--- src/rtl/iob_ram_2p_be_arb_pkg.sv ---
// Shared constants and the round-robin pick helper for the two-master RAM arbiter.
// Latency: n/a (declarations only).
// Backpressure: n/a.
package iob_ram_2p_be_arb_pkg;

  localparam int N_REQ  = 2;
  localparam int BYTE_W = 8;

  // Winning index among two candidates: with both requesting, the one that did
  // not win last time; with one requesting, that one (0 when none request).
  function automatic logic rr_pick(input logic [1:0] cand, input logic last);
    logic idx;
    if (cand == 2'b11) idx = ~last;
    else               idx = cand[1];
    return idx;
  endfunction

endpackage

--- src/rtl/iob_rr_arb2.sv ---
// Two-input round-robin arbiter with a last-grant pointer gated by en.
// Latency: grant is combinational from req and the pointer; pointer moves on the next edge.
// Backpressure: en = 0 freezes the pointer so a withheld grant does not cost fairness.
module iob_rr_arb2
  import iob_ram_2p_be_arb_pkg::*;
(
  input  logic       clk,
  input  logic       arst_n,
  input  logic [1:0] req,
  input  logic       en,
  output logic [1:0] gnt,
  output logic       gnt_idx,
  output logic       gnt_any
);

  logic last;

  // Pick the winner from the current requests and the last-grant pointer.
  always_comb begin
    gnt_idx = rr_pick(req, last);
    gnt_any = |req;
    gnt     = {gnt_any & gnt_idx, gnt_any & ~gnt_idx};
  end

  // Remember who won, but only when the grant is actually taken.
  always_ff @(posedge clk or negedge arst_n) begin
    if (!arst_n)             last <= 1'b1;
    else if (en && gnt_any)  last <= gnt_idx;
  end

endmodule

--- src/rtl/iob_ram_2p_be_arb.sv ---
// Shares one byte-enabled 2-port RAM between two masters; write and read ports arbitrated independently.
// Latency: write lands at the accepting edge; read data returns one cycle after acceptance.
// Backpressure: req_ready is combinational; a read colliding with a same-address write waits for it.
module iob_ram_2p_be_arb
  import iob_ram_2p_be_arb_pkg::*;
#(
  parameter int DATA_W = 32,
  parameter int ADDR_W = 10
) (
  input  logic                              clk,
  input  logic                              arst_n,
  input  logic [N_REQ-1:0]                  req_valid,
  input  logic [N_REQ-1:0]                  req_we,
  input  logic [N_REQ*ADDR_W-1:0]           req_addr,
  input  logic [N_REQ*DATA_W-1:0]           req_wdata,
  input  logic [N_REQ*(DATA_W/BYTE_W)-1:0]  req_wstrb,
  output logic [N_REQ-1:0]                  req_ready,
  output logic [N_REQ-1:0]                  rsp_rvalid,
  output logic [DATA_W-1:0]                 rsp_rdata,
  output logic [DATA_W/BYTE_W-1:0]          ram_w_en,
  output logic [ADDR_W-1:0]                 ram_w_addr,
  output logic [DATA_W-1:0]                 ram_w_data,
  output logic                              ram_r_en,
  output logic [ADDR_W-1:0]                 ram_r_addr,
  input  logic [DATA_W-1:0]                 ram_r_data
);

  localparam int STRB_W = DATA_W / BYTE_W;

  logic [N_REQ-1:0]  wr_req, rd_req, wr_gnt, rd_gnt;
  logic              wr_idx, rd_idx, wr_any, rd_any;
  logic              hazard, rd_go;
  logic [ADDR_W-1:0] wr_addr, rd_addr;
  logic [DATA_W-1:0] wr_data;
  logic [STRB_W-1:0] wr_strb;
  logic [N_REQ-1:0]  rd_owner;

  // Candidates per port; forced idle while reset is asserted so no enable leaks out.
  always_comb begin
    wr_req = req_valid &  req_we & {N_REQ{arst_n}};
    rd_req = req_valid & ~req_we & {N_REQ{arst_n}};
  end

  iob_rr_arb2 u_wr_arb (
    .clk     (clk),
    .arst_n  (arst_n),
    .req     (wr_req),
    .en      (1'b1),
    .gnt     (wr_gnt),
    .gnt_idx (wr_idx),
    .gnt_any (wr_any)
  );

  iob_rr_arb2 u_rd_arb (
    .clk     (clk),
    .arst_n  (arst_n),
    .req     (rd_req),
    .en      (~hazard),
    .gnt     (rd_gnt),
    .gnt_idx (rd_idx),
    .gnt_any (rd_any)
  );

  // Select the winners' fields and detect a same-cycle read of the address being written.
  always_comb begin
    wr_addr = wr_idx ? req_addr[ADDR_W +: ADDR_W]  : req_addr[0 +: ADDR_W];
    wr_data = wr_idx ? req_wdata[DATA_W +: DATA_W] : req_wdata[0 +: DATA_W];
    wr_strb = wr_idx ? req_wstrb[STRB_W +: STRB_W] : req_wstrb[0 +: STRB_W];
    rd_addr = rd_idx ? req_addr[ADDR_W +: ADDR_W]  : req_addr[0 +: ADDR_W];
    hazard  = wr_any && rd_any && (wr_idx != rd_idx) && (wr_addr == rd_addr);
    rd_go   = rd_any && !hazard;
  end

  // Drive the RAM ports and the per-master accepts.
  always_comb begin
    req_ready  = wr_gnt | (rd_gnt & {N_REQ{~hazard}});
    ram_w_en   = wr_any ? wr_strb : '0;
    ram_w_addr = wr_addr;
    ram_w_data = wr_data;
    ram_r_en   = rd_go;
    ram_r_addr = rd_addr;
    rsp_rvalid = rd_owner;
    rsp_rdata  = ram_r_data;
  end

  // Track which master owns the read data arriving next cycle.
  always_ff @(posedge clk or negedge arst_n) begin
    if (!arst_n) rd_owner <= '0;
    else         rd_owner <= rd_go ? rd_gnt : '0;
  end

endmodule

--- config.mk ---
export PLATFORM = sky130hd
export DESIGN_NAME = iob_ram_2p_be_arb
export DESIGN_NICKNAME = d
export VERILOG_FILES = /design/src/rtl/iob_ram_2p_be_arb_pkg.sv /design/src/rtl/iob_rr_arb2.sv /design/src/rtl/iob_ram_2p_be_arb.sv
export SDC_FILE = /design/constraint.sdc
export NUM_CORES = 1
export LEC_CHECK = 0
export BUFFER_PORTS_ARGS = -buffer_cell sky130_fd_sc_hd__buf_4
export CAP_MARGIN = 25
export CORE_AREA = 8 8 80 82
export CTS_BUF_LIST = sky130_fd_sc_hd__clkbuf_8
export DETAILED_ROUTE_END_ITERATION = 10
export DIE_AREA = 0 0 88 90
export GPL_TIMING_DRIVEN = 1
export PLACE_DENSITY = 0.77
export SLEW_MARGIN = 40
export SYNTH_ARGS = -nofsm -noshare
export SYNTH_HDL_FRONTEND = slang
export SYNTH_SLANG_ARGS = --single-unit
--- constraint.sdc ---
create_clock -name clk -period 2.1 [get_ports clk]
set_input_delay 0 -clock clk [delete_from_list [all_inputs] [get_ports clk]]
set_output_delay 0 -clock clk [all_outputs]
set_load 0.02 [all_outputs]
# Yosys cells after proc, flatten, opt, wreduce, memory -nomap -nowiden
# Cells that the tools add are included.
word_totals:
  rom_bits: 0
  latch_bits: 0
  register_bits: 4
  n_memories: 0
  input_bits: 130
  ramBits: 0
  out_inout_bits: 93
classes:
  div_mod_pow: 0
  n_reduce_logical: 8
  n_bitwise: 16
  multipliers: 0
  n_addsub: 0
  n_lt_le_gt_ge: 0
  eq_ne: 4
  n_mux: 8
  shifts: 0
ops:
  columns: ["cell", "count"]
  rows:
  - ["2-to-1 mux 32 bit", 1]
  - ["2-to-1 mux 10 bit", 2]
  - ["bitwise AND 2 bit", 5]
  - ["== test 10 bit", 1]
  - ["2-to-1 mux 4 bit", 2]
  - ["logical AND 1 bit", 5]
  - ["NOT 1 bit", 5]
  - ["bitwise AND 1 bit", 4]
  - ["== test 2 bit, second input constant", 2]
  - ["OR reduction 2 bit", 2]
  - ["2-to-1 mux 1 bit", 2]
  - ["2-to-1 mux 2 bit", 1]
  - ["NOT 2 bit", 1]
  - ["bitwise OR 2 bit", 1]
  - ["zero test 1 bit", 1]
  - ["!= test 1 bit", 1]

# Logic depth before layout (Yosys ltp)
# Gate-level depths: netlist of the first run.
logic_depth:
  depth_word: 11
  mapped_depth: 7

# Modules after synthesis
# From an unflattened synthesis of the first run, not the netlist that was laid out.
unflattened:
  cells_unflattened: 159
  hier_area_um2: 1341.3
by_module_without_submodules:
  columns: ["mod", "cells_each", "area_per_inst_um2", "instances"]
  rows:
  - ["iob_ram_2p_be_arb", 143, 1201.2, 1]
  - ["iob_rr_arb2", 8, 70.1, 2]

# Worst setup path after synthesis of the first run
# No wires, ideal clock.
synth_path:
  kind: "register to output"
  start: "register u_wr_arb.last"
  end: "output port req_ready[1]"
  required_ns: 2.100
  slack_ns: 0.487
  arrival_time_ns: 1.613
  stages_incl_launch_ff: 7
  path_buffers: 0
  path_cell_list: "dfstp_2 -> and3_1 -> or2_4 -> o32ai_2 -> o2111a_2 -> nor2b_2 -> or2_1"
synth_via:
  elab_chain_len: 8
synth_lines:
  columns: ["element", "line_no", "rtl"]
  rows:
  - ["start: declaration", "iob_rr_arb2.sv:16", "logic last;"]
  - ["start signal: assignment", "iob_rr_arb2.sv:28", "else if (en && gnt_any) last <= gnt_idx;"]
  - ["NOT 1 bit *", "iob_ram_2p_be_arb_pkg.sv:13", "if (cand == 2'b11) idx = ~last;"]
  - ["2-to-1 mux 1 bit *", "iob_ram_2p_be_arb_pkg.sv:13", null]
  - ["2-to-1 mux 10 bit or != test 1 bit (tied branches)", "iob_ram_2p_be_arb.sv:66, iob_ram_2p_be_arb.sv:70", null]
  - ["== test 10 bit or logical AND 1 bit (tied branches)", "iob_ram_2p_be_arb.sv:70", "hazard = wr_any && rd_any && (wr_idx != rd_idx) && (wr_addr == rd_addr);"]
  - ["logical AND 1 bit", "iob_ram_2p_be_arb.sv:70", null]
  - ["NOT 1 bit", "iob_ram_2p_be_arb.sv:76", "req_ready = wr_gnt | (rd_gnt & {N_REQ{~hazard}});"]
  - ["bitwise AND 2 bit", "iob_ram_2p_be_arb.sv:76", null]
  - ["bitwise OR 2 bit *", "iob_ram_2p_be_arb.sv:76", null]
  - ["end: declaration", "iob_ram_2p_be_arb.sv:17", "output logic [N_REQ-1:0] req_ready,"]
# Every way passes the cells marked *; elsewhere a longest branch is shown, timed or not.

# Final worst setup path of the first run
# Same ends and word-level chain as after synthesis.

==> run summary, run 1 <==
status - finished clean
Inst Count DP - 433
post-layout util - 47.2%
initial antenna violation count - 0
clock skew - 0.00409 ns
Placed Area - 2390 µm²
Synth Cell Area - 1350 µm²
die width - 88 µm
hold wc startpoint - ram_r_data[16]
Fin. Hold Viols - 0
crit path kind - flip-flop to output pin
die height - 90 µm
Tcrit/Tclk final - 95.8%
hold slack - 0.00000657 ns
VDD IR max - 0.237 mV
layout overhead on the synthesized area - 82.9%
vias in the first global route - 2054
CTS buffer count - 3
FF-to-FF path depth - 7
Overflow after GRT - 0
routed wire length - 6.57 mm
total power - 0.863 mW
mean area per synthesized cell - 5.56 µm²
Hold Path Depth - 0
clk slew on worst S/H paths - 0.03 ns
Critical Path, Cell by Cell - and3_2 -> or2_4 -> o32ai_2 -> o2111a_2 -> nor2b_2 -> or2_1 -> buf_4
Final GP Congestion - 0.826
Post-Syn Instances - 243
Area contributors post-synth - nand2_1, buf_4, mux2_2, dfstp_2, xnor2_1
area share of the largest cell type after synthesis - 36.9%
critical path's top delay family - simple AND/OR/NAND/NOR gates
first-pass GRT wire length - 9.89 mm
post-synthesis sequential area ratio - 7.59%
n_diodes - 0
Cell variety after synth - 36
Min-Delay Path Class - primary input to output pin
area leader, netlist - nand2_1
CTS tree - yes
vias - 1958
Worst-Margin Slew - 0.587 ns
Core Rows - 27
largest net degree at the start of global routing - 33
Max Clock Freq - 497 MHz
syn nets - 373
CTS H-tree lvls - 1
FF+latch count, synth - 4
Worst Path Required - 2.10 ns
DP Wirelength - 5.61 mm
CP Data Arrival Time - 2.01 ns
Reg2Reg Setup Slack - 0.27 ns
WP depth - 7
Detail Route Antenna Nets - 0
clk buf depth - 2
clock root cell - clkbuf_8
CP max stage delay - 0.36 ns
Final Net Count - 498
IO Pins - 223
PwrDens - 349 nW/µm²
FF-to-FF End - u_rd_arb.last
Via density - 4.46
final instance area - 2470 µm²
crit end category - output pin
number of max-cap violations - 0
Tmin final - 2.01 ns
startpoint types - flip-flop
Critical Path Slowest Stage Cell - dfstp_2
Slew HR - 60.8%
DIE AREA - 7920 µm²
Async SR Flop Fraction - 100%
Core Footprint - 5240 µm²
IO Port Bufs - 158
Worst Path Max Fanout - 3
EDFF count, synth - 0
Starting Density - 25.8%
Total GRT Usage - 15.1%
routed length per instance - 15.0 µm
DRT Pass-1 Iters - 4
final slew viol count - 0
total clock sinks - 4
Hold EP - rsp_rdata[16]
Synth Flop Type - dfstp_2
worst path bufs/invs - 1
YS warnings - 0
fin worst setup slack - 0.0878 ns
worst r2r src - u_wr_arb.last
final setup fails - 0
Setup TNS - 0 ns
Final Non-Filler Cells - 439
DR iter-0 viols - 35
fraction of layout cells with a size suffix above 1 - 50.4%
leakage power - 1.42 nW
clock latency on the worst-skew pair - 0.22 ns
DRC Markers - 0
pre-CTS setup slack - 0.257 ns
cell usage in the layout (no fill, tap or decap), drive strengths merged, types with 2 or more instances in the layout:
cell,n
clkbuf,3
buf,163
xnor2,6
or2,2
dfstp,2
nand3,6
nor2,2
nand2,133
and3,2
nor3,4
dfrtp,2
o21ai,9
mux2,7
inv,7
nand2b,3
per-layer routing:
metal	vias up	global-route usage [%]	part of all wire (%)
li1	987	-	-
met1	835	14.2	35
met2	116	27.2	49
met3	20	6.55	13
met4	0	6.17	3.0
met5	-	0	0
flip-flops by register name (all words and copies together), names as in the netlist:
register,count
u_wr_arb.last,1
rsp_rvalid,2
u_rd_arb.last,1
final cells by class:
cell class	count	area (µm²)
Inverter	6	22.5
Sequential cell	4	103
Clock inverter	1	3.75
Multi-Input combinational cell	189	950
Tap cell	72	90.1
Clock buffer	3	41.3
Fill cell	549	2770
Timing Repair Buffer	164	1260
worst max path at each step:
| stage | start | end |
|---|---|---|
| after global placement | u_wr_arb.last | req_ready[1] |
| after detailed placement | u_wr_arb.last | req_ready[1] |
| after CTS | arst_n | req_ready[1] |
| after global routing | arst_n | req_ready[0] |
| final | u_wr_arb.last | req_ready[1] |
| after floorplan | u_wr_arb.last | req_ready[1] |
cell families after synthesis:
| logic type | count (synthesis) | synth area share [%] |
|---|---|---|
| flip-flops | 4 | 7.59 |
| AO/OA/AOI/OAI | 19 | 10.2 |
| buffers and inverters | 50 | 23.4 |
| multiplexers | 8 | 6.57 |
| AND/OR/NAND/NOR | 156 | 48.3 |
| XOR/XNOR | 6 | 3.89 |
where the power goes:
part	total, mW	internal [mW]	switching [mW]
clock	0.172	0.125	0.0467
combinational	0.590	0.300	0.290
sequential	0.101	0.0944	0.00635
total	0.863	0.520	0.343
repair_timing:
action / CTS / global route
gates resized for setup: 0 / 5
buffers inserted: 0 / 1
hold buffers: 1 / 0
setup endpoints to repair: 0 / 25
endpoints found under the hold margin: 4 / 0
cells in the mapped netlist, types with 3 or more instances:
cell and count:
nand2_1 133, o21ai_0 9, nand3_1 5, buf_4 32, inv_1 6, mux2_2 7
clkbuf_1 9, xnor2_1 6, nand2b_1 3
(Power assumes the default switching activity.)
==> inputs of run 2 (changes only) <==
==> constraint.sdc (replaced) <==
create_clock -name clk -period 2.1 [get_ports clk]
set_input_delay 0.42 -clock clk [delete_from_list [all_inputs] [get_ports clk]]
set_output_delay 0.42 -clock clk [all_outputs]
set_load 0.02 [all_outputs]
==> run summary, run 2 (synthesis gave the netlist of run 1 again) <==
n_diodes - 0 (unchanged)
CTS tree - yes
CTS H-tree lvls - 1 (unchanged)
Worst Path Max Fanout - 3 (unchanged)
die height - 90 µm (unchanged)
Most common cell on crit path - buf_4
CP max stage delay - 0.36 ns (about the same)
Critical Path, Cell by Cell - and3_4 -> or2_4 -> buf_8 -> o2111a_2 -> buf_4 -> buf_6 -> nor2_1 -> buf_4
critical path's top delay family - simple AND/OR/NAND/NOR gates
Fin. Hold Viols - 0 (unchanged)
total power - 1.02 mW (+19%)
DRC Markers - 0 (unchanged)
worst path bufs/invs - 4 (+3)
leakage power - 1.70 nW (+20%)
Starting Density - 25.8% (unchanged)
initial antenna violation count - 0 (unchanged)
Max Clock Freq - 424 MHz (-15%)
Via density - 4.54 (+1.8%)
DR iter-0 viols - 44 (+26%)
CTS buffer count - 3 (unchanged)
Final GP Congestion - 0.757 (-8.4%)
die width - 88 µm (unchanged)
CP Data Arrival Time - 1.94 ns (-0.07 ns)
Worst-Margin Slew - 0.279 ns (-0.308 ns)
IO Pins - 223 (unchanged)
routed wire length - 7.75 mm (+18%)
switch share - 39.0% (-0.82 points)
Core Rows - 27 (unchanged)
fraction of layout cells with a size suffix above 1 - 64.0% (+14 points)
routed length per instance - 16.6 µm (+11%)
Placed Area - 2530 µm² (+5.9%)
Clk pwr share - 17.2% (-2.7 points)
RSZ-0062 raised after global routing - true
largest net degree at the start of global routing - 34 (+3.0%)
DIE AREA - 7920 µm² (unchanged)
Core Footprint - 5240 µm² (unchanged)
first-pass GRT wire length - 10.2 mm (+3.3%)
status - finished with violations
clock latency on the worst-skew pair - 0.23 ns (about the same)
Final Net Count - 525 (+5.4%)
total clock sinks - 4 (unchanged)
Total GRT Usage - 15.8% (+0.76 points)
final slew viol count - 0 (unchanged)
pre-CTS setup slack - -0.222 ns (-0.479 ns)
Tcrit/Tclk final - 112% (+16 points)
failing checks - setup timing
combinational group share of total power - 73.0% (+4.6 points)
clock root cell - clkbuf_8
startpoint types - flip-flop
Worst Path Required - 1.68 ns (-0.42 ns)
DP Wirelength - 5.66 mm (+0.77%)
Inst Count DP - 451 (+4.2%)
Overflow after GRT - 0 (unchanged)
Min-Delay Path Class - primary input to async pin
part of the power in registers - 9.8% (-1.9 points)
number of max-cap violations - 0 (unchanged)
commonest non-fill, non-tap cells in the layout - buf_4, nand2_1, buf_6
Slew HR - 81.4% (+21 points)
final instance area - 3120 µm² (+26%)
clk buf depth - 2 (unchanged)
cts hold-fix bufs - 0 (-1)
layout overhead on the synthesized area - 131%
PwrDens - 328 nW/µm² (-6.0%)
clock skew - 0.00644 ns (+0.00235 ns)
Final Non-Filler Cells - 466 (+6.2%)
clk slew on worst S/H paths - 0.04 ns (about the same)
Tmin final - 2.36 ns (+0.344 ns)
Critical Path Slowest Stage Cell - dfstp_2
vias - 2115 (+8.0%)
DRT Pass-1 Iters - 6 (+2)
vias in the first global route - 2127 (+3.6%)
Detail Route Antenna Nets - 0 (unchanged)
crit path kind - flip-flop to output pin
fin worst setup slack - -0.256 ns (-0.344 ns)
IO Port Bufs - 158 (unchanged)
VDD IR max - 0.210 mV (-11%)
number of flip-flops in the largest register - 2 (unchanged)
most common cell after layout, fill and taps aside - buf_4
crit end category - output pin
P_sw - 0.399 mW (+16%)
P_int - 0.625 mW (+20%)
final setup fails - 48 (+48)
[run 2: repair_timing]
item,CTS,global route
resized for setup,8,107
endpoints found under the setup margin,42,17
setup buffers,3,6
gates cloned,0,4
pin swaps,5,9
[run 2: worst paths after layout]
| path | from | to | slack, ns | cells past startpoint |
|---|---|---|---|---|
| max | u_wr_arb.last | ram_r_en | -0.26 | 8 |
| min | arst_n | rsp_rvalid[1] | 0.09 | 2 |
| max reg2reg | u_wr_arb.last | u_rd_arb.last | 0.21 | 10 |
| min reg2reg | u_rd_arb.last | u_rd_arb.last | 0.57 | 1 |
| max in group asynchronous | arst_n | u_wr_arb.last | 1.69 | 3 |
| min in group clk | arst_n | u_rd_arb.last | 0.55 | 3 |
[run 2: per-stage QoR]
step	setup TNS [ns]	util (%)	hold slack [ns]
4_1_cts	-1.36	50.3	0.0907
2_1_floorplan	0	-	0.124
6_report	-2.22	59.6	0.0949
3_3_place_gp	-0.533	48.3	0.327
3_5_place_dp	-0.657	48.3	0.327
5_1_grt	-5.39	59.6	0.104
[run 2: area by class of cell]
type | count | area [µm²]
Timing Repair Buffer | 191 | 1750
Tap cell | 72 | 90.1
Sequential cell | 4 | 103
Clock inverter | 1 | 3.75
Inverter | 6 | 22.5
Clock buffer | 3 | 41.3
Multi-Input combinational cell | 189 | 1110
Fill cell | 480 | 2120
[run 2: power by group through the flow]
stage	clock, mW	sequential, mW	combinational, mW
after floorplan	0	0.102	0.350
after global placement	0	0.100	0.609
after detailed placement	0	0.101	0.618
after CTS	0.179	0.100	0.632
after global routing	0.183	0.102	0.794
final	0.176	0.100	0.747
[run 2: per-layer routing]
layer / GRT usage, % / wire length, µm / up-vias
met5: 0 / 0 / -
met4: 7.75 / 242 / 0
met3: 7.01 / 980 / 24
met2: 28.2 / 3990 / 114
met1: 14.6 / 2530 / 936
li1: - / - / 1041
==> inputs of run 3 (changes only) <==
==> constraint.sdc (replaced) <==
create_clock -name clk -period 2.28 [get_ports clk]
set_input_delay 0.456 -clock clk [delete_from_list [all_inputs] [get_ports clk]]
set_output_delay 0.456 -clock clk [all_outputs]
set_load 0.02 [all_outputs]
==> run summary, run 3 (synthesis gave the netlist of run 1 again) <==
Tcrit/Tclk final - 105%
failing checks - setup timing
number of flip-flops in the largest register - 2 (unchanged)
combinational group share of total power - 68.2% (-4.8 points)
Setup TNS - -0.184 ns (+2.03 ns)
commonest non-fill, non-tap cells in the layout - buf_4, nand2_1, o21ai_0
Critical Path, Cell by Cell - and3_4 -> buf_6 -> o211ai_1 -> o32ai_2 -> o2111a_2 -> nor2b_2 -> or2_1 -> buf_6
number of max-cap violations - 0 (unchanged)
PwrDens - 322 nW/µm² (-1.7%)
DP Wirelength - 5.60 mm (-1.1%)
initial antenna violation count - 0 (unchanged)
switch share - 40.1% (+1.1 points)
Worst-Margin Slew - 0.285 ns (+0.00603 ns)
clk buf depth - 2 (unchanged)
Fin. Hold Viols - 0 (unchanged)
final setup fails - 3 (-94%)
fill count - 525 (+9.4%)
leakage power - 1.48 nW (-13%)
hold slack - 0.140 ns (+0.0449 ns)
critical path's top delay family - flip-flops
fraction of layout cells with a size suffix above 1 - 52.0% (-12 points)
CTS tree - yes
Final Net Count - 510 (-2.9%)
DIE AREA - 7920 µm² (unchanged)
Critical Path Slowest Stage Cell - dfstp_2
clock latency on the worst-skew pair - 0.23 ns (about the same)
largest net degree at the start of global routing - 34 (unchanged)
first-pass GRT wire length - 9.89 mm (-3.2%)
startpoint types - flip-flop
Starting Density - 25.8% (unchanged)
top layer in use - met4
CTS buffer count - 3 (unchanged)
DRT Pass-1 Iters - 4 (-2)
CP max stage delay - 0.52 ns (+0.16 ns)
fin worst setup slack - -0.110 ns (+0.146 ns)
routed length per instance - 14.9 µm (-10%)
status - finished with violations
Via density - 4.43 (-2.5%)
final slew viol count - 0 (unchanged)
Seq. cell area - 103 µm² (unchanged)
DR iter-0 viols - 37 (-16%)
die height - 90 µm (unchanged)
Multi-input gate area - 951 µm² (-14%)
Tmin final - 2.39 ns
crit end category - output pin
clock skew - 0.00683 ns (+0.000387 ns)
DR WL met2 - 3.28 mm (-18%)
die width - 88 µm (unchanged)
vias in the first global route - 1966 (-7.6%)
RSZ-0062 raised after global routing - true
worst path bufs/invs - 2 (-2)
Detail Route Antenna Nets - 0 (unchanged)
vias - 1996 (-5.6%)
most common cell after layout, fill and taps aside - buf_4
part of the power in registers - 11.2% (+1.4 points)
VDD IR max - 0.174 mV (-17%)
IO Port Bufs - 158 (unchanged)
Worst Path Required - 1.82 ns (+0.14 ns)
total clock sinks - 4 (unchanged)
Max Clock Freq - 418 MHz
Slew HR - 80.8% (-0.58 points)
routed wire length - 6.71 mm (-13%)
Placed Area - 2460 µm² (-2.9%)
n_diodes - 0 (unchanged)
Min-Delay Path Class - primary input to async pin
final instance area - 2570 µm² (-18%)
wire length on met1 - 2.35 mm (-7.3%)
Met3 Wirelength - 878 µm (-10%)
Core Rows - 27 (unchanged)
CTS H-tree lvls - 1 (unchanged)
P_int - 0.497 mW (-20%)
P_sw - 0.332 mW (-17%)
clk slew on worst S/H paths - 0.04 ns (about the same)
Clk pwr share - 20.6% (+3.4 points)
IO Pins - 223 (unchanged)
Most common cell on crit path - buf_6
Final GP Congestion - 0.775 (+2.4%)
Core Footprint - 5240 µm² (unchanged)
Worst Path Max Fanout - 3 (unchanged)
layout overhead on the synthesized area - 90.3%
Overflow after GRT - 0 (unchanged)
Total GRT Usage - 15.4% (-0.41 points)
crit path kind - flip-flop to output pin
DRC Markers - 0 (unchanged)
CP Data Arrival Time - 1.93 ns (about the same)
clock root cell - clkbuf_8
==> run 3: cell types whose count changed in the layout (fill, tap and decap cells not counted), sizes merged <==
cell,previous run,this run
clkbuf,6,3
buf,188,176
==> run 3: power by group through the flow <==
| stage | Combinational [mW] | Sequential (mW) | Clock, mW |
|---|---|---|---|
| 2_1_floorplan | 0.322 | 0.0936 | 0 |
| 3_3_place_gp | 0.545 | 0.0922 | 0 |
| 3_5_place_dp | 0.552 | 0.0931 | 0 |
| 4_1_cts | 0.563 | 0.0925 | 0.174 |
| 5_1_grt | 0.610 | 0.0936 | 0.179 |
| 6_report | 0.566 | 0.0927 | 0.171 |
==> run 3: path summary, 6_finish.rpt <==
| check | startpoint | end | slack [ns] | cells past startpoint |
|---|---|---|---|---|
| worst max register to register | u_wr_arb.last | u_rd_arb.last | 0.52 | 8 |
| max in group asynchronous | arst_n | u_wr_arb.last | 1.94 | 2 |
| worst min register to register | u_rd_arb.last | u_rd_arb.last | 0.58 | 1 |
| min in group clk | u_rd_arb.last | u_rd_arb.last | 0.58 | 1 |
| worst max-delay path | u_wr_arb.last | req_ready[1] | -0.11 | 8 |
| worst min-delay path | arst_n | rsp_rvalid[0] | 0.14 | 2 |
==> run 3: cell type report <==
cell class / instances / area share [%]
Inverter: 6 / 0.876
Clock buffer: 3 / 1.61
Tap cell: 72 / 3.50
Timing Repair Buffer: 176 / 52.9
Multi-Input combinational cell: 189 / 37.0
Clock inverter: 1 / 0.146
Sequential cell: 4 / 3.99
==> run 3: repair_timing <==
item / 4_1_cts / 5_1_grt
gates resized for setup: 3 / 6
pin swaps: 4 / 4
hold buffers: 0 / 0
setup buffers: 2 / 2
setup endpoints to repair: 3 / 6
==> run 3: per-stage QoR <==
step	utilization [%]	cells	total power, mW	worst slack, ns
floorplan	-	243	0.416	0.126
global placement	47.0	443	0.637	-0.0883
detailed placement	47.0	443	0.645	-0.0984
CTS	48.3	449	0.830	-0.112
global route	49.1	451	0.882	-0.152
finish	49.1	451	0.829	-0.110
==> run 3: per-layer routing <==
layer | vias up | global-route usage, %
li1 | 1009 | -
met1 | 850 | 15.0
met2 | 116 | 27.3
met3 | 21 | 6.28
met4 | 0 | 6.89
met5 | - | 0
